<file path="config.mk">
export PLATFORM = sky130hd
export DESIGN_NAME = mul_tile_sequencer
export DESIGN_NICKNAME = d
export VERILOG_FILES = /design/src/rtl/mul_tile_sequencer.sv
export SDC_FILE = /design/constraint.sdc
export NUM_CORES = 1
export LEC_CHECK = 0
export ABC_AREA = 1
export CORE_UTILIZATION = 34
export CTS_CLUSTER_SIZE = 20
export DETAILED_ROUTE_END_ITERATION = 6
export PLACE_DENSITY_LB_ADDON = 0.25
export SYNTH_ARGS = -nofsm -noshare
export SYNTH_HDL_FRONTEND = slang
export SYNTH_SLANG_ARGS = --single-unit
</file>
<file path="constraint.sdc">
create_clock -name i_clk -period 8.9 [get_ports i_clk]
set_clock_uncertainty 0.1 [all_clocks]
set_input_delay 2.67 -clock i_clk [delete_from_list [all_inputs] [get_ports i_clk]]
set_output_delay 2.67 -clock i_clk [all_outputs]
set_load 0.01 [all_outputs]
</file>
<file path="src/rtl/mul_tile_sequencer.sv">
// Purpose : W x W unsigned multiplier built from one external 2x2 tile, walked over all digit pairs.
// Latency : N*N tile cycles after accept (N = W/2), result on cycle t+N*N+1; zero operands finish on t+1.
// Backpr. : one operation in flight; P/mismatch/out_valid hold while o_out_ready-side sink stalls.
//
// Ports:
//   i_clk, i_rst            rising-edge clock, synchronous active-high reset
//   i_in_valid/o_in_ready   operand handshake; i_a, i_b sampled only on the accept edge
//   o_core_a/o_core_b       2-bit digits presented to the external tile (0 outside RUN)
//   i_core_p                4-bit tile product, combinational function of o_core_a/o_core_b
//   o_out_valid/i_out_ready result handshake; o_p is the accumulated 2W-bit product
//   o_mismatch              o_p differs from the exact product of the latched operands
//   o_err_count             saturating count of mismatched results handed to the sink
module mul_tile_sequencer #(
    parameter int W     = 8,
    parameter bit CHECK = 1'b1
) (
    input  logic             i_clk,
    input  logic             i_rst,
    input  logic             i_in_valid,
    output logic             o_in_ready,
    input  logic [W-1:0]     i_a,
    input  logic [W-1:0]     i_b,
    output logic [1:0]       o_core_a,
    output logic [1:0]       o_core_b,
    input  logic [3:0]       i_core_p,
    output logic             o_out_valid,
    input  logic             i_out_ready,
    output logic [2*W-1:0]   o_p,
    output logic             o_mismatch,
    output logic [15:0]      o_err_count
);

    localparam int N  = W / 2;
    // Digit index width; kept at least 1 bit so W=2 (a single digit) still elaborates.
    localparam int IW = (N > 1) ? $clog2(N) : 1;
    localparam logic [IW-1:0] LAST = IW'(N - 1);

    typedef enum logic [1:0] {
        S_IDLE = 2'd0,
        S_RUN  = 2'd1,
        S_DONE = 2'd2
    } state_t;

    state_t             r_state;
    state_t             w_state_nxt;

    logic [W-1:0]       r_a;
    logic [W-1:0]       r_b;
    logic [2*W-1:0]     r_acc;
    logic [IW-1:0]      r_i;
    logic [IW-1:0]      r_j;
    logic [15:0]        r_err_count;

    logic               w_accept;
    logic               w_run;
    logic               w_deliver;
    logic               w_last_pair;
    logic               w_zero_op;

    logic [W-1:0]       w_a_shr;
    logic [W-1:0]       w_b_shr;
    logic [IW:0]        w_dsum;
    logic [IW+1:0]      w_shamt;
    logic [2*W-1:0]     w_tile_ext;
    logic [2*W-1:0]     w_tile_sh;
    logic [2*W-1:0]     w_golden;
    logic               w_mismatch;

    // ------------------------------------------------------------------
    // Digit selection and tile-product alignment
    // ------------------------------------------------------------------
    // Digit k of an operand sits at bits [2k+1:2k]; shifting right by 2k
    // brings it to the bottom without a variable part-select.
    assign w_a_shr  = r_a >> {r_i, 1'b0};
    assign w_b_shr  = r_b >> {r_j, 1'b0};
    assign o_core_a = w_run ? w_a_shr[1:0] : 2'b00;
    assign o_core_b = w_run ? w_b_shr[1:0] : 2'b00;

    // Tile product weight is 4^(i+j); max shift 2W-4 so a clean 4-bit
    // product never leaves the 2W-bit window. A faulty tile may still carry
    // past 2W bits in the sum, which simply wraps.
    assign w_dsum     = {1'b0, r_i} + {1'b0, r_j};
    assign w_shamt    = {w_dsum, 1'b0};
    assign w_tile_ext = (2*W)'(i_core_p);
    assign w_tile_sh  = w_tile_ext << w_shamt;

    assign w_last_pair = (r_i == LAST) && (r_j == LAST);
    assign w_zero_op   = (i_a == '0) || (i_b == '0);

    // ------------------------------------------------------------------
    // Golden comparator
    // ------------------------------------------------------------------
    assign w_golden   = (2*W)'(r_a) * (2*W)'(r_b);
    assign w_mismatch = CHECK ? (r_acc != w_golden) : 1'b0;

    // ------------------------------------------------------------------
    // FSM: state register
    // ------------------------------------------------------------------
    always_ff @(posedge i_clk) begin
        if (i_rst) begin
            r_state <= S_IDLE;
        end else begin
            r_state <= w_state_nxt;
        end
    end

    // ------------------------------------------------------------------
    // FSM: next state and handshake outputs
    // ------------------------------------------------------------------
    always_comb begin
        w_state_nxt = r_state;
        o_in_ready  = 1'b0;
        o_out_valid = 1'b0;
        w_accept    = 1'b0;
        w_run       = 1'b0;
        w_deliver   = 1'b0;
        case (r_state)
            S_IDLE: begin
                // Held low during reset so nothing is offered an accept that
                // the reset is about to discard.
                o_in_ready = !i_rst;
                if (i_in_valid) begin
                    w_accept    = 1'b1;
                    w_state_nxt = w_zero_op ? S_DONE : S_RUN;
                end
            end
            S_RUN: begin
                w_run = 1'b1;
                if (w_last_pair) begin
                    w_state_nxt = S_DONE;
                end
            end
            S_DONE: begin
                o_out_valid = 1'b1;
                if (i_out_ready) begin
                    w_deliver   = 1'b1;
                    w_state_nxt = S_IDLE;
                end
            end
            default: begin
                w_state_nxt = S_IDLE;
            end
        endcase
    end

    // ------------------------------------------------------------------
    // Datapath: operand latches, digit counters, accumulator, error count
    // ------------------------------------------------------------------
    always_ff @(posedge i_clk) begin
        if (i_rst) begin
            r_a         <= '0;
            r_b         <= '0;
            r_acc       <= '0;
            r_i         <= '0;
            r_j         <= '0;
            r_err_count <= '0;
        end else begin
            if (w_accept) begin
                r_a   <= i_a;
                r_b   <= i_b;
                r_acc <= '0;
                r_i   <= '0;
                r_j   <= '0;
            end else if (w_run) begin
                r_acc <= r_acc + w_tile_sh;
                // j is the inner digit; i advances when j wraps. Both land
                // back on 0 after the last pair, ready for the next operation.
                if (r_j == LAST) begin
                    r_j <= '0;
                    r_i <= (r_i == LAST) ? '0 : r_i + IW'(1);
                end else begin
                    r_j <= r_j + IW'(1);
                end
            end

            if (w_deliver && w_mismatch && (r_err_count != 16'hFFFF)) begin
                r_err_count <= r_err_count + 16'd1;
            end
        end
    end

    assign o_p         = r_acc;
    assign o_mismatch  = o_out_valid && w_mismatch;
    assign o_err_count = r_err_count;

endmodule

</file>
==> qor.yml <==
clock_network:
  post_cts_buffers: 0
  numCtsBuffers: 5
  h-tree-depth: 2
  tritoncts: "built"
  cts-hold-fix-buffers: 0
  cts_root_buffer: "clkbuf_16"
  clock-sinks: 54
  ctsResizeCount: 0
  cts.clk_slew.worst_paths_ns: 0.08
  clk_latency_ns: 0.30
  clockBufferDepth: 2
yosys:
  synth_area_sq_um: 6056
  avgSynthCellArea_sq_um: 6.512
  syn_inst: 930
  synth_compound_area_frac: 0.08884
  synth-simple-area-share: 0.3087
  ys_seq_area_frac: 0.1785
  synthAdderAreaFrac: 0.2393
  ys_ff_latch: 54
  muxShareOfSynthArea: 0.001653
  yosysUniqueCellTypes: 38
  synth_top_family_by_area: "simple AND/OR/NAND/NOR gates"
  ys_warn_count: 0
  synth_nets: 1047
  synth_xor_area_frac: 0.04339
timing:
  period_minus_slack_ns: 8.066
  fmax_mhz: 124.0
  fin_ws_ns: 0.8336
  tightest_slew_ns: 0.6692
  slew-limit-headroom: 0.5499
  rsz0062_at_grt: "no"
  whs_ns: 0.4500
  slew_viol_final: 0
  finalCritPeriodShare: 0.9063
  fin_setup_tns_ns: 0
  setup_violations: 0
  hold_violations: 0
detailed_routing:
  num_vias: 5560
  first_iter_violations: 257
  routed_wl_um: 15240
  met2_length_um: 7254
  drtPass1Iterations: 5
  drc: 0
  highest_layer: "met4"
  met3RoutedLength_um: 374
  wl_per_cell_um: 12.77
  routed_via_density: 4.657
  ant_nets: 0
  wirelength_met1_um: 7460
placed_design:
  io_buffers: 62
  placed_area_sq_um: 6817
  place_hpwl_um: 12330
  dp_slack_ns: 1.151
  place.gp.congestion: 0.8529
final_layout:
  synthToLayoutAreaGrowth_pct: 15.50
  finalNetCount: 1085
  antenna_cells: 0
  stdcell_area_sq_um: 6994
  drive_gt1_frac: 0.03406
critical_path:
  path_max_fanout: 28
  crit_chain: "nand2_1 > fa_1 > fa_1 > fa_1 > fa_1 > inv_1 > ha_1 > nand2_1 > nor2_1 > nand2_1 > nand2_1 > xor2_1 > nand2_1 > nor2_2 > nand3_4 > nand2_1 > inv_1 > clkdlybuf4s50_1"
  crit_path_start_kind: "flop"
  worstSetupPathType: "flop to output port"
  crit_slowest_cell: "dfxtp_1"
  required_ns: 6.13
  cp_data_arrival_time_ns: 5.30
  r2r_cells: 19
  crit_top_cell: "nand2_1"
  slowest_delay_ns: 0.59
  critPathCaptureType: "output port"
job:
  maxCapViolCount: 0
die:
  fp.dieH_um: 135.5
  dieArea_sq_um: 18350
  ios: 63
  start_util: 0.3489
  row_count: 48
  core_sq_um: 17360
  dieWidth_um: 135.5
pwr:
  power.density_nw_per_um2: 197.1
  ir_worst_vdd_mv: 0.08759
  power.total_mw: 1.379
  p_leak_nw: 3.648
global_routing:
  grt_usage: 0.1700
  overflow: 0
  antenna_found_initial: 0
  grt_pass1_wl_um: 24760
  grt_max_degree: 30
  first_global_vias: 5055
min_path:
  hold_depth: 2
  worstHoldPathType: "flop to flop"
run_status:
  status: "complete, no violations"
[cells by family (layout without fill, tap and decap cells)]
family	after synthesis	in the layout
flops	54	54
compound gates	99	99
xor+xnor	30	30
buf+inv	215	254
simple gates	438	438
fa+ha+maj	93	93
mux	1	1
[area by class of cell]
type / instances / area [sq um]
flip-flops and latches: 54 / 1081
multi-input cells: 661 / 4131
inverters: 181 / 679.4
fillers: 1831 / 10360
clock inverters: 2 / 38.79
clock buffers: 6 / 138.9
well taps: 225 / 281.5
repair buffers: 65 / 643.1
[path summary, 6_finish.rpt]
kind | slack, ns | start | end
hold reg to reg | 0.45 | o_p[0] | o_p[0]
setup reg to reg | 3.89 | r_a[1] | o_err_count[0]
setup / recovery | 0.83 | r_a[1] | o_mismatch
hold / removal | 0.45 | o_p[0] | o_p[0]
[where the power goes]
group	internal (mW)	switching (mW)	leakage [nW]
sequential	0.286	0.101	0.441
combinational	0.300	0.456	3.12
clock	0.142	0.0947	0.0875
[registers in the layout, indices dropped and copies added, names as in the netlist]
register     cells
r_state          2
o_p             16
r_i              2
r_j              2
o_err_count     16
r_b              8
r_a              8
[layer usage]
layer  global-route usage  up-vias
met1               0.2320     2503
met3              0.01347       12
li1                     -     2962
met2               0.2903       83
met5                    0        -
met4              0.03808        0
[Yosys cell counts]
cell,count,share of area
o21ai_2,1,0.0014
inv_1,180,0.11
nor2_1,119,0.074
a21oi_1,37,0.031
nand3_2,2,0.0033
xnor2_1,11,0.016
nand4_1,23,0.024
clkbuf_1,24,0.015
buf_1,1,0.00062
nand2_2,4,0.0041
xor2_1,19,0.027
a21boi_0,2,0.0025
nand2_1,211,0.13
dfxtp_1,54,0.18
and3_1,1,0.0010
a211oi_1,1,0.0012
buf_4,1,0.0012
nand3b_1,3,0.0037
nor2_2,11,0.011
nor3_1,13,0.011
o211ai_1,5,0.0062
o21a_1,1,0.0012
fa_1,38,0.13
nand3_4,1,0.0029
mux2i_1,1,0.0017
a21o_1,2,0.0025
a221oi_1,2,0.0029
o31ai_1,1,0.0012
buf_6,4,0.0074
clkinv_1,1,0.00062
ha_1,55,0.11
a31oi_1,1,0.0010
nor4_1,7,0.0072
nand3_1,41,0.034
o21ai_1,4,0.0033
or2_2,2,0.0021
buf_2,4,0.0033
o21ai_0,42,0.035
[stage by stage]
| step | utilization | cells |
|---|---|---|
| floorplan | - | 930 |
| global placement | 0.3927 | 1186 |
| detailed placement | 0.3927 | 1186 |
| CTS | 0.4030 | 1194 |
| global route | 0.4030 | 1194 |
| finish | 0.4030 | 1194 |
[cell usage in the layout (no fill, tap or decap)]
master           netlist  final
nor2_2                11     12
xor2_1                19     19
nor3_1                13     13
o21ai_0               42     42
nor4_1                 7      7
a211oi_1               1      1
nand2_1              211    211
inv_6                  0      1
or2_2                  2      2
o21ai_1                4      4
o211ai_1               5      5
a221oi_1               2      2
o21a_1                 1      1
ha_1                  55     55
o21ai_2                1      1
nand2_2                4      4
nand3_2                2      2
and3_1                 1      1
a21o_1                 2      2
nand3b_1               3      3
inv_1                180    180
fa_1                  38     38
clkbuf_16              0      5
dfxtp_1               54     54
o31ai_1                1      1
nand4_1               23     23
a31oi_1                1      1
buf_4                  1      3
a21oi_1               37     37
nand3_1               41     41
clkinv_1               1      1
mux2i_1                1      1
xnor2_1               11     11
nand3_4                1      1
clkdlybuf4s50_1        0     62
bufinv_16              0      1
nor2_1               119    118
a21boi_0               2      2
clkbuf_8               0      1
[critical path, delay by kind of cell, from the launching register on]
family                     cells  cell delay, ns
xor gates and xnor gates       1            0.14
buffers and inverters          3            0.55
and+or+nand+nor                9            1.22
DFF                            1            0.59
adders and majority gates      5            2.47
Power figures use the tool's default switching activity.
